<file path="config.mk">
export PLATFORM = sky130hd
export DESIGN_NAME = writeback_stage
export DESIGN_NICKNAME = d
export VERILOG_FILES = /design/src/rtl/core_pkg.sv /design/src/rtl/load_align.sv /design/src/rtl/writeback_stage.sv
export SDC_FILE = /design/constraint.sdc
export NUM_CORES = 1
export LEC_CHECK = 0
export ABC_AREA = 1
export BUFFER_PORTS_ARGS = -buffer_cell sky130_fd_sc_hd__clkbuf_2
export CAP_MARGIN = 20
export CORE_UTILIZATION = 57
export DETAILED_ROUTE_END_ITERATION = 10
export GPL_ROUTABILITY_DRIVEN = 1
export HOLD_SLACK_MARGIN = 0.05
export PLACE_DENSITY = 0.8
export SYNTH_ARGS = -nofsm -noshare
export SYNTH_HDL_FRONTEND = slang
export SYNTH_SLANG_ARGS = --single-unit
</file>
<file path="constraint.sdc">
create_clock -name Clk -period 5.7 [get_ports Clk]
set_input_delay 0.285 -clock Clk [delete_from_list [all_inputs] [get_ports Clk]]
set_output_delay 0.285 -clock Clk [all_outputs]
set_load 0.01 [all_outputs]
</file>
<file path="src/rtl/core_pkg.sv">
`default_nettype none
// ============================================================================
// Module      : core_pkg
// Description : Shared widths, load-size encodings and the writeback FIFO
//               entry layout for the 32-bit core.
// Revision    : 1.0 - initial release
// ============================================================================
package core_pkg;

    localparam int REG_W  = 5;
    localparam int DATA_W = 32;

    localparam logic [1:0] LOAD_BYTE = 2'b00;
    localparam logic [1:0] LOAD_HALF = 2'b01;
    localparam logic [1:0] LOAD_WORD = 2'b10;

    typedef struct packed {
        logic [REG_W-1:0]  dest;
        logic [DATA_W-1:0] alu;
        logic [DATA_W-1:0] memdata;
        logic              memtoreg;
        logic              regwrite;
        logic [1:0]        size;
        logic              is_unsigned;
        logic [1:0]        offset;
    } wb_entry_t;

endpackage
`default_nettype wire

</file>
<file path="src/rtl/load_align.sv">
`default_nettype none
// ============================================================================
// Module      : load_align
// Description : Selects the byte/half lane of a loaded word and extends it.
// Revision    : 1.0 - initial release
// ============================================================================
module load_align
    import core_pkg::*;
(
    input  logic [DATA_W-1:0] mem_data,
    input  logic [1:0]        size,
    input  logic [1:0]        offset,
    input  logic              is_unsigned,
    output logic [DATA_W-1:0] data
);

    logic [7:0]  lane_byte;
    logic [15:0] lane_half;
    logic        ext_byte;
    logic        ext_half;

    always_comb begin
        lane_byte = mem_data[7:0];
        case (offset)
            2'd1:    lane_byte = mem_data[15:8];
            2'd2:    lane_byte = mem_data[23:16];
            2'd3:    lane_byte = mem_data[31:24];
            default: lane_byte = mem_data[7:0];
        endcase
        // Half-word lane uses only offset[1]; a misaligned offset[0] is ignored.
        lane_half = offset[1] ? mem_data[31:16] : mem_data[15:0];
        ext_byte  = !is_unsigned && lane_byte[7];
        ext_half  = !is_unsigned && lane_half[15];

        data = mem_data;
        case (size)
            LOAD_BYTE: data = {{(DATA_W-8){ext_byte}}, lane_byte};
            LOAD_HALF: data = {{(DATA_W-16){ext_half}}, lane_half};
            default:   data = mem_data;
        endcase
    end

endmodule
`default_nettype wire

</file>
<file path="src/rtl/writeback_stage.sv">
`default_nettype none
// ============================================================================
// Module      : writeback_stage
// Description : Final pipeline stage: buffers retiring instructions in a small
//               FIFO and drives the register-file write port, one per clock.
// Revision    : 1.0 - initial release
// ============================================================================
module writeback_stage
    import core_pkg::*;
#(
    parameter int DEPTH = 2,
    parameter int CNT_W = 32
) (
    input  logic              Clk,
    input  logic              Rst_n,
    input  logic              InValid,
    output logic              InReady,
    input  logic [REG_W-1:0]  InDestReg,
    input  logic [DATA_W-1:0] InAluResult,
    input  logic [DATA_W-1:0] InMemData,
    input  logic              InMemToReg,
    input  logic              InRegWrite,
    input  logic [1:0]        InLoadSize,
    input  logic              InLoadUnsigned,
    input  logic              Flush,
    input  logic              WbStall,
    output logic [REG_W-1:0]  WriteRegister,
    output logic [DATA_W-1:0] WriteData,
    output logic              RegWrite,
    output logic [CNT_W-1:0]  RetireCount
);

    localparam int PTR_W = (DEPTH > 1) ? $clog2(DEPTH) : 1;
    localparam int OCC_W = PTR_W + 1;
    localparam logic [OCC_W-1:0] FULL_COUNT = OCC_W'(DEPTH);

    wb_entry_t         fifo_mem [DEPTH];
    wb_entry_t         in_entry;
    wb_entry_t         head;
    logic [PTR_W-1:0]  wr_ptr;
    logic [PTR_W-1:0]  rd_ptr;
    logic [OCC_W-1:0]  count;
    logic              push;
    logic              pop;
    logic [DATA_W-1:0] aligned;

    // Ready depends only on occupancy so a pop never feeds back into it.
    assign InReady = Rst_n && (count < FULL_COUNT);
    assign push    = InValid && InReady && !Flush;
    assign pop     = (count != '0) && !WbStall && !Flush;

    always_comb begin
        in_entry.dest        = InDestReg;
        in_entry.alu         = InAluResult;
        in_entry.memdata     = InMemData;
        in_entry.memtoreg    = InMemToReg;
        in_entry.regwrite    = InRegWrite;
        in_entry.size        = InLoadSize;
        in_entry.is_unsigned = InLoadUnsigned;
        in_entry.offset      = InAluResult[1:0];
    end

    assign head = fifo_mem[rd_ptr];

    load_align u_load_align (
        .mem_data    (head.memdata),
        .size        (head.size),
        .offset      (head.offset),
        .is_unsigned (head.is_unsigned),
        .data        (aligned)
    );

    // Storage carries no reset; validity is tracked by count alone.
    always_ff @(posedge Clk) begin
        if (push) begin
            fifo_mem[wr_ptr] <= in_entry;
        end
    end

    always_ff @(posedge Clk or negedge Rst_n) begin
        if (!Rst_n) begin
            wr_ptr <= '0;
            rd_ptr <= '0;
            count  <= '0;
        end else if (Flush) begin
            wr_ptr <= '0;
            rd_ptr <= '0;
            count  <= '0;
        end else begin
            if (push) begin
                wr_ptr <= wr_ptr + PTR_W'(1);
            end
            if (pop) begin
                rd_ptr <= rd_ptr + PTR_W'(1);
            end
            if (push && !pop) begin
                count <= count + OCC_W'(1);
            end else if (pop && !push) begin
                count <= count - OCC_W'(1);
            end
        end
    end

    always_ff @(posedge Clk or negedge Rst_n) begin
        if (!Rst_n) begin
            WriteRegister <= '0;
            WriteData     <= '0;
            RegWrite      <= 1'b0;
            RetireCount   <= '0;
        end else begin
            RegWrite <= 1'b0;
            if (pop) begin
                WriteRegister <= head.dest;
                WriteData     <= head.memtoreg ? aligned : head.alu;
                // Writes to $0 retire normally but never reach the register file.
                RegWrite      <= head.regwrite && (head.dest != '0);
                RetireCount   <= RetireCount + CNT_W'(1);
            end
        end
    end

endmodule
`default_nettype wire

</file>
==> qor.csv <==
stage,metric,value,unit
outcome,status,"complete, no violations",
setup_path,start point of the critical path,Rst_n,
route,Routed Antenna Nets,0,
clocking,Root Driver,clkbuf_16,
global_route,Total GRT Usage,0.292,
synth,Synth Area in Compound Gates,0.0510,
route,DR vias/cell,5.51,
global_route,largest net degree at the start of global routing,70,
sta,final max-slew violation count,0,
pwr,pwr/cell area,379,mW/mm2
place,Post-DP Area,0.0108,mm2
synth,Synth Net Count,1071,
layout,n_diodes,0,
place,port bufs,149,
floorplanning,# rows,48,
global_route,global-route wire length before repair,40200,um
synth,mapped cell area,0.0100,mm2
sta,final worst slack,2880,ps
synth,YS warnings,0,
clocking,Post-CTS Resized,0,
sta,worst relative slew slack,0.415,
layout,Area Growth Syn to Fin,23.4,%
sta,Clock Skew,8.96,ps
global_route,vias in the first global route,7813,
setup_path,crit path max fanout,56,
clocking,CTS tree,done,
clocking,clock tree buffer depth,3,
pwr,VDD IR max,326,uV
synth,#FFs+latches synth,222,
place,Final HPWL DP,16100,um
sta,final setup vio count,0,
floorplanning,Die Area,0.0181,mm2
worst_hold_path,HP Class,in2reg,
layout,share of layout cells above drive strength 1,0.212,
synth,mux share of post-synthesis cell area,0.00325,
setup_path,R2R Setup Slk,3100,ps
global_route,antenna violations before repair,0,
global_route,grt ovf,0,
setup_path,CP arrival,2970,ps
synth,syn_area_per_cell,10.1,um2
floorplanning,Core ar.,0.0172,mm2
sta,hold slack,138,ps
route,DRC viols,0,
layout,# fillers,1211,
pwr,Lkg Pwr,0.00541,uW
sta,period utilization,0.495,
clocking,CTS sink count,222,
synth,xor/xnor cell area share of the yosys netlist,0.0158,
worst_hold_path,hold depth,3,
sta,slew at the pin with the worst max-slew slack,876,ps
setup_path,CP Capture Point,fifo_mem[0][73],
synth,Post-Synth Simple-Gate Area,0.254,
route,drt initial violations,791,
route,first-pass iteration count of the detailed router,8,
run,Max Cap Viol,0,
route,DRT Wirelength,25800,um
clocking,clk_lat worst skew,520,ps
synth,Post-Synth Adder-Cell Area,0.00125,
clocking,Max H-tree Level,1,
sta,fmax,0.355,GHz
floorplanning,Ports,150,
synth,largest family of logic cells by synthesized area,simple AND/OR/NAND/NOR gates,
synth,sequential share of the synthesized area,0.629,
floorplanning,die width,135,um
route,overall via count from detail_route,7989,
setup_path,Crit. End Element,flop,
layout,post-route cell area,0.0124,mm2
synth,post-synthesis cell count,991,
setup_path,R2R cell count,6,
floorplanning,Initial Util,0.581,
pwr,Overall Power,4680,uW
clocking,Worst-path clk slew,60,ps
layout,final net count,1287,
setup_path,R2R Path Start,count[1],
sta,final hold violations,0,
place,pre-CTS setup slack,2920,ps
setup_path,RR Endpoint,fifo_mem[0][73],
place,routability cong.,0.937,
setup_path,CP Data Required Time,5850,ps
setup_path,Worst setup SP type,primary input,
sta,Setup TNS,0,ps
route,Routed WL per cell,17.8,um
setup_path,WS Path Type,in2reg,
clocking,Num CTS Buffers,23,
floorplanning,Die Y,135,um
sta,fin crit period,2820,ps
synth,Netlist cell types,40,
sta,unrepaired setup endpoints after global routing,no,
==> routing by layer <==
layer / vias up / share of wire / GRT usage
li1: 3740 / - / -
met1: 3755 / 0.38 / 0.352
met2: 418 / 0.50 / 0.515
met3: 76 / 0.077 / 0.0495
met4: 0 / 0.043 / 0.133
met5: - / 0 / 0
==> cell usage after synthesis (all sizes together) <==
cell type,number,area (um2)
a21boi,4,30.0
inv,55,214
dfrtp,74,1850
xor2,13,114
nor3,11,70.1
xnor2,5,43.8
mux2i,2,32.5
or2,8,50.1
nand3,68,450
buf,33,226
a21oi,18,90.1
nand2,395,1540
clkbuf,5,18.8
ha,1,12.5
edfxtp,148,4440
nor4,1,6.26
o21ai,35,175
nor2,68,315
a31oi,29,181
o21bai,1,11.3
nand4,13,96.3
a22oi,3,22.5
nand3b,1,7.51
==> worst min-delay path by stage <==
stage,endpoint,slack [ps],from
6_report,rd_ptr,140,WbStall
5_1_grt,rd_ptr,170,WbStall
4_1_cts,rd_ptr,150,WbStall
3_5_place_dp,RetireCount[8],190,Rst_n
3_3_place_gp,RetireCount[6],180,Rst_n
2_1_floorplan,RegWrite,-10,Rst_n
==> worst max-delay path, stage by stage <==
cell,delay [ps]
dlygate4sd3_1,520
buf_4,280
inv_1,70
nor2_1,120
nand2_1,150
nor2_1,180
inv_1,110
nor2_4,480
buf_4,730
==> sequential cells by signal (all words and copies together), names as in the netlist <==
| name | flops |
|---|---|
| fifo_mem | 148 |
| RetireCount | 32 |
| WriteData | 32 |
| WriteRegister | 5 |
| count | 2 |
| RegWrite | 1 |
| rd_ptr | 1 |
| wr_ptr | 1 |
==> metrics by stage <==
stage,utilization,std cells
CTS,0.717,1449
global placement,0.629,1332
finish,0.717,1449
detailed placement,0.629,1332
floorplan,-,991
global route,0.717,1449
==> area by class of cell <==
cell class | count | area (um2) | area share
sequential | 222 | 6300 | 0.510
clock buffer | 25 | 593 | 0.0480
clock inverter | 17 | 161 | 0.0131
timing repair buffer | 229 | 1540 | 0.124
multi-input combinational | 676 | 3270 | 0.265
tap | 225 | 282 | 0.0228
inverter | 55 | 214 | 0.0173
==> logic make-up (layout without fill, tap and decap cells) <==
logic type,Yosys count,after routing
simple gates,565,565
flops,222,222
buf+inv,93,326
compound gates,90,90
xor+xnor,18,18
mux,2,2
fa+ha+maj,1,1
==> placed cells by master (no fill, tap or decap), drive strengths merged, types with 3 or more instances in the layout <==
cell / netlist / layout
nand2: 395 / 395
clkbuf: 5 / 173
edfxtp: 148 / 148
dlygate4sd3: 0 / 75
dfrtp: 74 / 74
nor2: 68 / 68
nand3: 68 / 68
inv: 55 / 57
o21ai: 35 / 35
a31oi: 29 / 29
a21oi: 18 / 18
xor2: 13 / 13
nand4: 13 / 13
nor3: 11 / 11
clkinv: 0 / 10
or2: 8 / 8
buf: 33 / 6
xnor2: 5 / 5
a21boi: 4 / 4
a22oi: 3 / 3
clkinvlp: 0 / 3
==> timing repair <==
action                                 4_1_cts  5_1_grt
endpoints found under the hold margin      168        0
setup buffers                                0        0
hold buffers                                75        0
==> report_power, final <==
group / internal (uW) / total (uW) / switching (uW)
sequential: 1940 / 2120 / 183
clock: 854 / 1500 / 648
combinational: 387 / 1060 / 675
total: 3180 / 4680 / 1510
(Power assumes the default switching activity.)
